[src/rtl/seg_display_driver_if.sv]
// Load handshake and display outputs shared by the 7-segment driver and its host.
interface seg_display_driver_if #(
    parameter int DATA_WIDTH = 16,
    parameter int NUM_DIGITS = 4
);
    logic [DATA_WIDTH-1:0]   value;
    logic                    load;
    logic                    mode_dec;
    logic                    blank_lz;
    logic                    busy;
    logic                    done;
    logic                    overflow;
    logic [7*NUM_DIGITS-1:0] seg_out;

    modport master (
        output value, load, mode_dec, blank_lz,
        input  busy, done, overflow, seg_out
    );

    modport slave (
        input  value, load, mode_dec, blank_lz,
        output busy, done, overflow, seg_out
    );
endinterface

[src/rtl/seg_display_driver.sv]
// Multi-digit active-low 7-segment driver: hex nibble split or sequential
// double-dabble decimal, with leading-zero blanking and overflow dashes.
module seg_display_driver #(
    parameter int DATA_WIDTH = 16,
    parameter int NUM_DIGITS = 4
) (
    input  logic                 clk,
    input  logic                 reset_n,
    seg_display_driver_if.slave  bus
);
    localparam int BCD_DIGITS = (3 * DATA_WIDTH + 9) / 10;
    localparam int BCD_W      = 4 * BCD_DIGITS;
    localparam int DIG_W      = 4 * NUM_DIGITS;
    localparam int SEG_W      = 7 * NUM_DIGITS;
    localparam int HEX_PAD_W  = (DATA_WIDTH > DIG_W) ? DATA_WIDTH : DIG_W;
    localparam int BCD_PAD_W  = (BCD_W > DIG_W) ? BCD_W : DIG_W;
    localparam int CNT_W      = $clog2(DATA_WIDTH + 1);
    localparam int SHIFT_W    = BCD_W + DATA_WIDTH;

    typedef enum logic [1:0] {IDLE, CONV, ENC} state_t;

    state_t                 state;
    state_t                 state_next;

    logic [DATA_WIDTH-1:0]  shift_q;
    logic [BCD_W-1:0]       bcd_q;
    logic [CNT_W-1:0]       cnt_q;
    logic                   mode_q;
    logic                   blank_q;
    logic                   done_q;
    logic                   ovf_q;
    logic [SEG_W-1:0]       seg_q;

    logic [BCD_W-1:0]       bcd_adj;
    logic [SHIFT_W-1:0]     dabble_shifted;
    logic [HEX_PAD_W-1:0]   hex_pad;
    logic [BCD_PAD_W-1:0]   bcd_pad;
    logic [DIG_W-1:0]       digits;
    logic                   ovf_next;
    logic [SEG_W-1:0]       seg_next;
    logic                   leading;
    logic [3:0]             digit;

    function automatic logic [6:0] glyph(input logic [3:0] d);
        case (d)
            4'h0:    glyph = 7'h3F;
            4'h1:    glyph = 7'h06;
            4'h2:    glyph = 7'h5B;
            4'h3:    glyph = 7'h4F;
            4'h4:    glyph = 7'h66;
            4'h5:    glyph = 7'h6D;
            4'h6:    glyph = 7'h7D;
            4'h7:    glyph = 7'h07;
            4'h8:    glyph = 7'h7F;
            4'h9:    glyph = 7'h6F;
            4'hA:    glyph = 7'h77;
            4'hB:    glyph = 7'h7C;
            4'hC:    glyph = 7'h39;
            4'hD:    glyph = 7'h5E;
            4'hE:    glyph = 7'h79;
            default: glyph = 7'h71;
        endcase
    endfunction

    function automatic logic [BCD_W-1:0] dabble_adjust(input logic [BCD_W-1:0] b);
        logic [BCD_W-1:0] r;
        r = b;
        for (int i = 0; i < BCD_DIGITS; i++) begin
            if (r[4*i +: 4] >= 4'd5)
                r[4*i +: 4] = r[4*i +: 4] + 4'd3;
        end
        return r;
    endfunction

    assign bus.busy     = (state != IDLE);
    assign bus.done     = done_q;
    assign bus.overflow = ovf_q;
    assign bus.seg_out  = seg_q;

    always_ff @(posedge clk or negedge reset_n) begin
        if (!reset_n)
            state <= IDLE;
        else
            state <= state_next;
    end

    always_comb begin
        state_next = state;
        case (state)
            IDLE: if (bus.load) state_next = CONV;
            CONV: if (!mode_q || cnt_q == CNT_W'(DATA_WIDTH - 1)) state_next = ENC;
            ENC:  state_next = IDLE;
            default: state_next = IDLE;
        endcase
    end

    // One double-dabble step: adjust every BCD nibble, then shift {bcd, value} left.
    assign bcd_adj        = dabble_adjust(bcd_q);
    assign dabble_shifted = {bcd_adj, shift_q} << 1;

    always_ff @(posedge clk or negedge reset_n) begin
        if (!reset_n) begin
            shift_q <= '0;
            bcd_q   <= '0;
            cnt_q   <= '0;
            mode_q  <= 1'b0;
            blank_q <= 1'b0;
            done_q  <= 1'b0;
            ovf_q   <= 1'b0;
            seg_q   <= '1;
        end else begin
            done_q <= 1'b0;
            case (state)
                IDLE: begin
                    if (bus.load) begin
                        shift_q <= bus.value;
                        bcd_q   <= '0;
                        cnt_q   <= '0;
                        mode_q  <= bus.mode_dec;
                        blank_q <= bus.blank_lz;
                    end
                end
                CONV: begin
                    if (mode_q) begin
                        bcd_q   <= dabble_shifted[SHIFT_W-1:DATA_WIDTH];
                        shift_q <= dabble_shifted[DATA_WIDTH-1:0];
                        cnt_q   <= cnt_q + CNT_W'(1);
                    end
                end
                ENC: begin
                    seg_q  <= seg_next;
                    ovf_q  <= ovf_next;
                    done_q <= 1'b1;
                end
                default: ;
            endcase
        end
    end

    // Encoder: scan from the most significant digit so blanking stops at the first nonzero.
    always_comb begin
        hex_pad  = HEX_PAD_W'(shift_q);
        bcd_pad  = BCD_PAD_W'(bcd_q);
        digits   = mode_q ? bcd_pad[DIG_W-1:0] : hex_pad[DIG_W-1:0];
        ovf_next = mode_q ? ((bcd_pad >> DIG_W) != '0) : ((hex_pad >> DIG_W) != '0);
        seg_next = '1;
        leading  = 1'b1;
        digit    = '0;
        for (int i = NUM_DIGITS - 1; i >= 0; i--) begin
            digit = digits[4*i +: 4];
            if (digit != 4'h0)
                leading = 1'b0;
            if (ovf_next)
                seg_next[7*i +: 7] = ~7'h40;
            else if (blank_q && leading && i != 0)
                seg_next[7*i +: 7] = 7'h7F;
            else
                seg_next[7*i +: 7] = ~glyph(digit);
        end
    end
endmodule

[src/flat_wrapper.sv]
// flat-port wrapper written by rule: the top's interface ports become plain ports
module seg_display_driver_flat 
#(
    parameter int DATA_WIDTH = 16,
    parameter int NUM_DIGITS = 4
)
  (clk, reset_n, bus_value, bus_load, bus_mode_dec, bus_blank_lz, bus_busy, bus_done, bus_overflow, bus_seg_out);
  seg_display_driver_if #(.DATA_WIDTH(DATA_WIDTH), .NUM_DIGITS(NUM_DIGITS)) bus_i ();
  input  logic clk;
  input  logic reset_n;
  input wire logic [$bits(bus_i.value)-1:0] bus_value;
  input wire logic [$bits(bus_i.load)-1:0] bus_load;
  input wire logic [$bits(bus_i.mode_dec)-1:0] bus_mode_dec;
  input wire logic [$bits(bus_i.blank_lz)-1:0] bus_blank_lz;
  output wire logic [$bits(bus_i.busy)-1:0] bus_busy;
  output wire logic [$bits(bus_i.done)-1:0] bus_done;
  output wire logic [$bits(bus_i.overflow)-1:0] bus_overflow;
  output wire logic [$bits(bus_i.seg_out)-1:0] bus_seg_out;
  assign bus_i.value = bus_value;
  assign bus_i.load = bus_load;
  assign bus_i.mode_dec = bus_mode_dec;
  assign bus_i.blank_lz = bus_blank_lz;
  assign bus_busy = bus_i.busy;
  assign bus_done = bus_i.done;
  assign bus_overflow = bus_i.overflow;
  assign bus_seg_out = bus_i.seg_out;
  seg_display_driver #(.DATA_WIDTH(DATA_WIDTH), .NUM_DIGITS(NUM_DIGITS)) u_core (.clk(clk), .reset_n(reset_n), .bus(bus_i));
endmodule
[config.mk]
export PLATFORM = sky130hd
export DESIGN_NAME = seg_display_driver_flat
export DESIGN_NICKNAME = d
export VERILOG_FILES = /design/src/rtl/seg_display_driver_if.sv /design/src/rtl/seg_display_driver.sv /design/src/flat_wrapper.sv
export SDC_FILE = /design/constraint.sdc
export NUM_CORES = 1
export LEC_CHECK = 0
export ABC_AREA = 1
export BUFFER_PORTS_ARGS = -buffer_cell sky130_fd_sc_hd__buf_2
export CORE_MARGIN = 3
export CORE_UTILIZATION = 45
export DETAILED_ROUTE_END_ITERATION = 8
export HOLD_SLACK_MARGIN = 0.08
export SLEW_MARGIN = 20
export SYNTH_ARGS = -nofsm -noshare
export SYNTH_HDL_FRONTEND = slang
export SYNTH_SLANG_ARGS = --single-unit
[constraint.sdc]
create_clock -name clk -period 3.6 [get_ports clk]
set_input_delay 0.54 -clock clk [delete_from_list [all_inputs] [get_ports clk]]
set_output_delay 0.54 -clock clk [all_outputs]
set_load 0.02 [all_outputs]
-- Yosys cells after proc, flatten, opt, wreduce, memory -nomap -nowiden
Memories as Yosys holds them, arrays and structs flattened.
Index checks and enable logic that the tools add are counted.
- add/subtract/negate cells: 6
- multiply operators: 0
- div/mod/pow operators: 0
- order comparisons: 5
- equal/unequal tests: 6
- shift operators: 0
- multiplexer cells: 37
- bitwise logic cells: 4
- reduce and logical (&&, ||, !) cells: 15
- operators with widths (kind ; count):
    $mux W7 ; 14
    $mux W16 ; 3
    $mux W20 ; 2
    $pmux W20 S2 ; 1
    $pmux W16 S2 ; 1
    $not A7 Y7 ; 4
    $ge A4 B3 Y1 const B ; 5
    $reduce_bool A20 Y1 ; 1
    $add A4 B2 Y4 const B ; 4
    $mux W4 ; 4
    $reduce_bool A4 Y1 ; 3
    $mux W5 ; 2
    $pmux W5 S2 ; 1
    $add A5 B1 Y5 const B ; 1
    $eq A5 B4 Y1 const B ; 1
    $mux W1 ; 5
    $mux W2 ; 2
    $ne A2 B1 Y1 const B ; 2
    $pmux W2 S2 ; 1
    $reduce_and A2 Y1 ; 2
    $reduce_bool A2 Y1 ; 2
    $add A3 B2 Y3 const B ; 1
    $logic_and A1 B1 Y1 ; 3
    $mux W3 ; 1
    7 further kinds ; 7
- bits in registers: 75
- latch bits: 0
- memory bits (writable): 0
- ROM bits: 448
- input port bits: 21
- output and inout port bits: 31
- word-level logic and storage cells: 86
- memories: 4
- memories (memory ; words ; bits a word ; rd ports ; clocked after memory_dff ; wr ports ; line ; RTL):
    (name not given) ; 16 ; 7 ; 1 ; 0 ; 0 ; seg_display_driver.sv:45 ; case (d)
    (name not given) ; 16 ; 7 ; 1 ; 0 ; 0 ; seg_display_driver.sv:45 ;
    (name not given) ; 16 ; 7 ; 1 ; 0 ; 0 ; seg_display_driver.sv:45 ;
    (name not given) ; 16 ; 7 ; 1 ; 0 ; 0 ; seg_display_driver.sv:45 ;

-- Longest topological paths before layout
Gate-level depths: netlist of run 1.
- word-level depth: 11
- depth in mapped cells: 15
- mapped depth without buffers: 13

-- Worst setup path before layout of run 1
Ideal clock, no wire load.
- kind: register to register
- start: register u_core.mode_q
- end: register u_core.seg_q[14], in the netlist u_core.bus.seg_out[14]
- library setup time: 0.073 ns
- arrival time: 1.927 ns
- setup slack: 1.600 ns
- cell stages (with the launch flop): 11
- cells stage by stage: dfrtp_1 buf_6 buf_2 o21ai_0 ha_1 nand2_1 nor2_4 nand2_2 nand2_2 inv_1 a21oi_1
- longest elaborated chain between the ends: 7
- RTL lines (item ; line ; RTL):
    start: declaration ; seg_display_driver.sv:28 ; logic mode_q;
    start signal: assignment ; seg_display_driver.sv:119 ; mode_q <= bus.mode_dec;
    $mux W16 ; seg_display_driver.sv:144 ; digits = mode_q ? bcd_pad[DIG_W-1:0] : hex_pad[DIG_W-1:0];
    $mem_v2 Z16 W7 / $reduce_bool A4 Y1 (equally long branches) ; -- ;
    $mux W7 / $mux W1 (equally long branches) ; seg_display_driver.sv:155, seg_display_driver.sv:151 ;
    $mux W7 / $mux W1 (equally long branches) ; seg_display_driver.sv:153, seg_display_driver.sv:151 ;
    $not A7 Y7 / $logic_and A1 B1 Y1 (equally long branches) ; seg_display_driver.sv:158, seg_display_driver.sv:155 ;
    $mux W7 ; seg_display_driver.sv:155 ; else if (blank_q && leading && i != 0)
    $mux W7 (*) ; seg_display_driver.sv:153 ; if (ovf_next)
    end signal: assignment ; seg_display_driver.sv:131 ; seg_q <= seg_next;
    end: declaration ; seg_display_driver.sv:32 ; logic [SEG_W-1:0] seg_q;
Mark *: on every way between the ends. The rest lies on a longest branch, timed or not. The select of a mux whose other input is x is not followed.
A chain may end at the register's enable or synchronous reset.

-- Worst setup path in the final report of run 1
- start: register u_core.mode_q
- end: register u_core.shift_q[10], in the netlist u_core.hex_pad[10]
- longest elaborated chain between the ends: 2
- RTL lines (item ; line ; RTL):
    $ne A2 B1 Y1 (no source line) ; -- ;
    $reduce_and A3 Y1 (no source line) ; -- ;
    end signal: assignment ; seg_display_driver.sv:116 ; shift_q <= bus.value;
    end signal: assignment ; seg_display_driver.sv:126 ; shift_q <= dabble_shifted[DATA_WIDTH-1:0];
    end: declaration ; seg_display_driver.sv:25 ; logic [DATA_WIDTH-1:0] shift_q;
Every way passes these cells.

==> results of run 1 <==
worst max-delay path, stage by stage (launching register included):
cell and delay (ns):
sky130_fd_sc_hd__dfrtp_1 0.71, sky130_fd_sc_hd__inv_6 0.14, sky130_fd_sc_hd__nor2_8 0.22, sky130_fd_sc_hd__inv_2 0.17
sky130_fd_sc_hd__nand2_2 0.51, sky130_fd_sc_hd__buf_4 0.35, sky130_fd_sc_hd__o211ai_1 0.12, sky130_fd_sc_hd__o21ai_0 0.09
power by group through the flow:
stage	sequential, mW	clock, mW	combinational, mW
after floorplan	1.64	0	2.14
after global placement	1.47	0	2.90
after detailed placement	1.49	0	2.93
after CTS	1.47	0.849	2.94
after global routing	1.51	0.891	3.36
final	1.47	0.833	2.94
flip-flops by register name (all words and copies together), names as in the netlist:
register,cells
u_core.bus.done,1
u_core.bus.seg_out,28
u_core.bcd_pad,20
u_core.blank_q,1
u_core.cnt_q,5
u_core.hex_pad,16
u_core.mode_q,1
u_core.bus.overflow,1
u_core.state,2
layer usage:
| metal | global-route usage, % | routed length [um] | vias up |
|---|---|---|---|
| li1 | - | - | 2132 |
| met1 | 28.80 | 5793 | 1960 |
| met2 | 29.16 | 4766 | 93 |
| met3 | 3.347 | 474 | 17 |
| met4 | 8.281 | 239 | 0 |
| met5 | 0 | 0 | - |
cell type report:
| cell class | instances | area [sq um] | share of cell area, % |
|---|---|---|---|
| Timing Repair Buffer | 55 | 287.8 | 5.307 |
| Sequential cell | 75 | 1912 | 35.26 |
| Clock buffer | 11 | 151.4 | 2.792 |
| Multi-Input combinational cell | 449 | 2479 | 45.71 |
| Clock inverter | 5 | 98.84 | 1.823 |
| Tap cell | 136 | 170.2 | 3.138 |
| Inverter | 85 | 324.1 | 5.976 |
cells by family (layout without fill, tap and decap cells):
| kind of cell | count (synthesis) | count (layout) | share of synthesized area (%) |
|---|---|---|---|
| flops | 75 | 75 | 39.43 |
| fa+ha+maj | 36 | 36 | 9.290 |
| buf+inv | 106 | 156 | 9.497 |
| simple gates | 270 | 270 | 24.49 |
| compound gates | 137 | 137 | 16.21 |
| xor+xnor | 6 | 6 | 1.084 |
through the flow:
stage | power (mW) | hold slack, ns | cell area, sq um | setup slack [ns]
CTS | 5.262 | 0.3513 | 5423 | 1.167
detailed placement | 4.415 | 0.4640 | 5172 | 1.179
global placement | 4.368 | 0.4577 | 5172 | 1.205
finish | 5.242 | 0.3415 | 5423 | 1.193
global route | 5.763 | 0.3670 | 5423 | 0.9226
floorplan | 3.780 | 0.2444 | 4848 | 1.600
cell usage after synthesis:
master                     number  area share, %
sky130_fd_sc_hd__nand2_1      138             11
sky130_fd_sc_hd__inv_1         76            5.9
sky130_fd_sc_hd__nor2_1        61            4.7
sky130_fd_sc_hd__o21ai_0       56            5.8
sky130_fd_sc_hd__dfrtp_1       47             24
sky130_fd_sc_hd__nand3_1       38            3.9
sky130_fd_sc_hd__ha_1          36            9.3
sky130_fd_sc_hd__a21oi_1       29            3.0
sky130_fd_sc_hd__dfstp_2       28             15
sky130_fd_sc_hd__o211ai_1      20            3.1
sky130_fd_sc_hd__o21ai_1       13            1.3
sky130_fd_sc_hd__or2_2         12            1.5
sky130_fd_sc_hd__inv_2          8           0.62
sky130_fd_sc_hd__buf_2          7           0.72
sky130_fd_sc_hd__o22ai_1        7           0.90
sky130_fd_sc_hd__xor2_1         6            1.1
sky130_fd_sc_hd__buf_6          5            1.2
sky130_fd_sc_hd__clkbuf_1       5           0.39
sky130_fd_sc_hd__nand2_2        5           0.65
sky130_fd_sc_hd__o21ai_2        4           0.72
sky130_fd_sc_hd__a31oi_1        3           0.39
sky130_fd_sc_hd__buf_4          3           0.46
sky130_fd_sc_hd__nand2_4        3           0.70
sky130_fd_sc_hd__nand3b_1       3           0.46
sky130_fd_sc_hd__nand4_1        3           0.39
sky130_fd_sc_hd__nor2_4         2           0.46
sky130_fd_sc_hd__nor3_1         2           0.21
sky130_fd_sc_hd__a22o_1         1           0.18
sky130_fd_sc_hd__a22oi_1        1           0.15
sky130_fd_sc_hd__buf_1          1          0.077
sky130_fd_sc_hd__inv_6          1           0.18
sky130_fd_sc_hd__nand3_2        1           0.21
sky130_fd_sc_hd__nor2_2         1           0.13
sky130_fd_sc_hd__nor2_8         1           0.41
sky130_fd_sc_hd__o21a_1         1           0.15
sky130_fd_sc_hd__o21ai_4        1           0.34
sky130_fd_sc_hd__o31ai_1        1           0.15
layout by cell type (no fill, tap or decap), types with 4 or more instances in the layout:
cell and count:
sky130_fd_sc_hd__nand3_1 38, sky130_fd_sc_hd__or2_2 12, sky130_fd_sc_hd__inv_2 8, sky130_fd_sc_hd__inv_1 76, sky130_fd_sc_hd__nand2_1 138, sky130_fd_sc_hd__o21ai_0 56
sky130_fd_sc_hd__o21ai_2 4, sky130_fd_sc_hd__dfrtp_1 47, sky130_fd_sc_hd__xor2_1 6, sky130_fd_sc_hd__o22ai_1 7, sky130_fd_sc_hd__nand2_2 5, sky130_fd_sc_hd__buf_2 50
sky130_fd_sc_hd__o21ai_1 13, sky130_fd_sc_hd__a21oi_1 29, sky130_fd_sc_hd__nor2_1 60, sky130_fd_sc_hd__dfstp_2 28, sky130_fd_sc_hd__ha_1 36, sky130_fd_sc_hd__o211ai_1 20
sky130_fd_sc_hd__buf_4 5, sky130_fd_sc_hd__clkbuf_8 11
worst max-delay path by stage:
stage,to,slack (ns),depth (start not counted)
finish,u_core.hex_pad[10]$_DFFE_PN0P_,1.19,7
global route,u_core.hex_pad[4]$_DFFE_PN0P_,0.92,7
CTS,u_core.hex_pad[9]$_DFFE_PN0P_,1.17,7
detailed placement,u_core.hex_pad[9]$_DFFE_PN0P_,1.18,7
global placement,u_core.hex_pad[9]$_DFFE_PN0P_,1.20,7
floorplan,u_core.bus.seg_out[14]$_DFFE_PN1P_,1.60,10
==> metrics.csv, run 1 <==
metric;value;unit
Post-Syn Instances;630;
WS Path Type;reg -> reg;
cell at the root of the clock tree;sky130_fd_sc_hd__clkbuf_8;
total number of placement rows;37;
end of the worst register-to-register path;u_core.hex_pad[10]$_DFFE_PN0P_;
count of cells resized by post-cts repair;0;
Post-Route Setup TNS;0;ns
Hold/Removal Path Class;in -> async;
worst ir drop on vdd;0.3705;mV
final hold viol count;0;
number of antenna violations at the first check in global routing;0;
count of synthesis-stage warnings from yosys;0;
number of nets with antenna violations after routing;0;
share of post-route cells with drive strength above 1;20.29;%
Clk pwr share;15.9;%
via count of the first global-routing pass;3902;
number of placed instances with taps included;800;
CTS sink count;75;
run status;finished, final reports clean;
number of buffer cells added on primary ports;51;
Layout Skew;0.01011;ns
part of the total power dissipated in sequential elements;28.0;%
total power divided by cell area;966.7;nW/um^2
DR DRC count;0;
total global routing overflow;0;
measured slew at the worst slew-check pin;0.9611;ns
Synth cell types;37;
total via count after detailed routing;4202;
clock edge transition at the registers on the reported setup and hold paths;0.08;ns
slew margin rel.;35.93;%
Cell Count, Final, Fillers Out;816;
number of hold-repair buffers added at the cts stage;0;
via/cell ratio;5.150;
routed length per instance;13.81;um
all-layer global routing usage;19.87;%
die footprint;12060;sq um
max-cap viol count;0;
synthesis-stage register bit count;75;
number of placed I/O pins;52;
number of H-tree branching levels;3;
Area growth, synth to finish;11.85;%
max-slew violation total from the final report;0;
synthesized area per cell;7.696;sq um
sort of element at the start of the critical path;flip-flop;
DIE HEIGHT;109.8;um
endpoint required time on the critical path;3.89;ns
CORE AREA;10420;sq um
timing startpoint of the critical path;u_core.mode_q$_DFFE_PN0P_;
Initial Utilization;46.55;%
net switching power of the design;2.529;mW
highest net fanout along the worst path;36;
Lkg Pwr;2.629;nW
deepest clock path buffer count;2;
Seq/Total Area, Yosys;39.43;%
Internal;2.713;mW
Combinational Power Share;56.1;%
worst-case reg-to-reg path depth;7;
launch point of the worst reg-to-reg path;u_core.mode_q$_DFFE_PN0P_;
final worst path period need;2.407;ns
final cycle utilization of the critical path;66.85;%
total clock buffers created by CTS;9;
width of the chip;109.8;um
unrepaired setup endpoints after global routing;false;
final setup vio count;0;
clock tree from TritonCTS;done;
number of detailed-route iterations in the first pass;4;
filler cell count in the final layout;1020;
Setup crit end kind;flip-flop;
summed instance area of the synthesized netlist;4848;sq um
pin count of the biggest net entering global routing;76;
syn_nets;687;
worst setup slack for register-to-register paths;1.19;ns
antenna diode instance count;0;
routability-driven placement congestion ratio;0.8706;
Detail Placement HPWL;8115;um
CP Data Arrival Time;2.69;ns
global-route wire length before repair;18770;um
Finished Core Util;52.06;%
Net Sw Frac;48.25;%
routed wire length;11270;um
Skew-Pair Late Insertion Delay;0.37;ns
total setup buffers inserted after CTS;0;
Net count, final;732;
DRT iter0 DRCs;273;
FMAX;415.5;MHz
Power figures use the tool's default switching activity.
==> run 2, diff against run 1 <==
- clock period: 3.6 -> 2.5 ns (I/O delays scaled with it)
==> metrics.csv, run 2 (synthesized netlist as in run 1, its figures left out) <==
metric;value;unit
run status;finished, final reports clean;
clock edge transition at the registers on the reported setup and hold paths;0.08;ns
Area growth, synth to finish;12.72;%
total setup buffers inserted after CTS;0;
total via count after detailed routing;4158;
unrepaired setup endpoints after global routing;false;
Cell Count, Final, Fillers Out;821;
DRT iter0 DRCs;220;
critical path, cell by cell;o21ai_0 > ha_1 > nand2_1 > nor2_4 > nand3_2 > nand3_1 > nand2_1 > inv_1;
CTS sink count;75;
DIE HEIGHT;109.8;um
Initial Utilization;46.55;%
count of cells resized by post-cts repair;0;
final cycle utilization of the critical path;82.33;%
CP Data Arrival Time;2.36;ns
total number of placement rows;37;
max reg flops;28;
number of buffer cells added on primary ports;51;
sort of element at the start of the critical path;flip-flop;
FMAX;485.8;MHz
routed wire length;11090;um
kind of cell adding the most delay to the critical path;simple AND/OR/NAND/NOR gates;
via/cell ratio;5.065;
Detail Placement HPWL;8310;um
routability-driven placement congestion ratio;0.9068;
net switching power of the design;3.652;mW
share of post-route cells with drive strength above 1;20.73;%
Hold/Removal Path Class;in -> reg;
number of hold-repair buffers added at the cts stage;1;
pin count of the biggest net entering global routing;43;
WP buf/inv;1;
number of placed instances with taps included;804;
worst setup slack before clock tree synthesis;0.4671;ns
Setup crit end kind;flip-flop;
top library cells by usage in the layout, fill and taps aside;138 x sky130_fd_sc_hd__nand2_1, 76 x sky130_fd_sc_hd__inv_1, 60 x sky130_fd_sc_hd__nor2_1, 56 x sky130_fd_sc_hd__o21ai_0, 50 x sky130_fd_sc_hd__buf_2;
final setup vio count;0;
Lkg Pwr;2.645;nW
number of placed I/O pins;52;
Clk pwr share;13.0;%
Layout Skew;0.01035;ns
Post-Route Setup TNS;0;ns
total power divided by cell area;1364;nW/um^2
antenna diode instance count;0;
Internal;3.802;mW
slew margin rel.;50.40;%
Combinational Power Share;59.1;%
number of detailed-route iterations in the first pass;5;
filler cell count in the final layout;1052;
worst ir drop on vdd;0.5642;mV
measured slew at the worst slew-check pin;0.7362;ns
cell at the root of the clock tree;sky130_fd_sc_hd__clkbuf_8;
via count of the first global-routing pass;3912;
width of the chip;109.8;um
Net count, final;737;
final worst path period need;2.058;ns
max-slew violation total from the final report;0;
endpoint required time on the critical path;2.80;ns
Net Sw Frac;49.00;%
number of nets with antenna violations after routing;0;
number of H-tree branching levels;3;
Slowest cell on crit path;sky130_fd_sc_hd__o21ai_0;
cell occurring most often along the worst timing path;sky130_fd_sc_hd__nand2_1;
highest net fanout along the worst path;7;
DR DRC count;0;
CORE AREA;10420;sq um
Final WS setup;0.4417;ns
Skew-Pair Late Insertion Delay;0.36;ns
Largest stage delay, worst path;0.61;ns
global-route wire length before repair;18690;um
max-cap viol count;0;
deepest clock path buffer count;2;
clock tree from TritonCTS;done;
part of the total power dissipated in sequential elements;27.9;%
die footprint;12060;sq um
Total Power Consumption;7.454;mW
most common cell after layout, fill and taps aside;sky130_fd_sc_hd__nand2_1;
number of antenna violations at the first check in global routing;0;
total clock buffers created by CTS;9;
all-layer global routing usage;19.83;%
total global routing overflow;0;
routed length per instance;13.51;um
final hold viol count;0;
WS Path Type;reg -> reg;
## run 2: cell types whose count changed in the layout (fill, tap and decap cells not counted)
cell,delta
sky130_fd_sc_hd__bufinv_16,-2
sky130_fd_sc_hd__clkinvlp_4,+1
sky130_fd_sc_hd__buf_12,+4
sky130_fd_sc_hd__clkinv_2,+1
sky130_fd_sc_hd__dlygate4sd3_1,+1
## run 2: power groups by stage
stage	combinational [mW]	clock, mW	sequential [mW]
global route	5.01	1.06	2.15
global placement	4.32	0	2.09
CTS	4.42	1.01	2.09
floorplan	3.08	0	2.37
finish	4.40	0.971	2.08
detailed placement	4.40	0	2.11
## run 2: area by class of cell
class                      count  area, sq um  share of cell area, %
inverter                      85        324.1                  5.929
tap                          136        170.2                  3.114
timing repair buffer          60        377.9                  6.914
multi-input combinational    449         2479                  45.35
clock buffer                  11        151.4                  2.770
clock inverter                 5        51.30                 0.9386
sequential                    75         1912                  34.98
## run 2: routing by layer
metal / part of all wire (%) / vias up / track usage [%]
li1: - / 2143 / -
met2: 45 / 97 / 30.72
met5: 0 / - / 0
met4: 1.3 / 0 / 5.076
met3: 5.0 / 10 / 5.285
met1: 49 / 1908 / 27.48
## run 2: path summary, 6_finish.rpt
path	startpoint	to	slack, ns	depth (start not counted)
max in group asynchronous	reset_n	u_core.bcd_pad[17]$_DFFE_PN0P_	1.39	3
worst max-delay path	u_core.mode_q$_DFFE_PN0P_	u_core.bus.seg_out[7]$_DFFE_PN1P_	0.44	8
worst min-delay path	bus_blank_lz	u_core.blank_q$_DFFE_PN0P_	0.22	3
worst min register to register	u_core.bus.seg_out[27]$_DFFE_PN1P_	u_core.bus.seg_out[27]$_DFFE_PN1P_	0.47	2
worst max register to register	u_core.mode_q$_DFFE_PN0P_	u_core.bus.seg_out[7]$_DFFE_PN1P_	0.44	8
min in group asynchronous	reset_n	u_core.hex_pad[8]$_DFFE_PN0P_	0.52	2
## run 2: stage by stage
step                hold WS [ns]  util [%]  cell area (sq um)
floorplan                0.07941         -               4848
finish                    0.2200     52.47               5465
global route              0.2109     52.47               5465
global placement          0.3796     50.43               5253
detailed placement        0.3912     50.43               5253
CTS                       0.2018     52.47               5465
## run 2: worst register-to-register path, stage by stage, from the launching register on
cell and delay (ns):
sky130_fd_sc_hd__dfrtp_1 0.41, sky130_fd_sc_hd__o21ai_0 0.61, sky130_fd_sc_hd__ha_1 0.29, sky130_fd_sc_hd__nand2_1 0.11, sky130_fd_sc_hd__nor2_4 0.18, sky130_fd_sc_hd__nand3_2 0.16
sky130_fd_sc_hd__nand3_1 0.14, sky130_fd_sc_hd__nand2_1 0.05, sky130_fd_sc_hd__inv_1 0.05
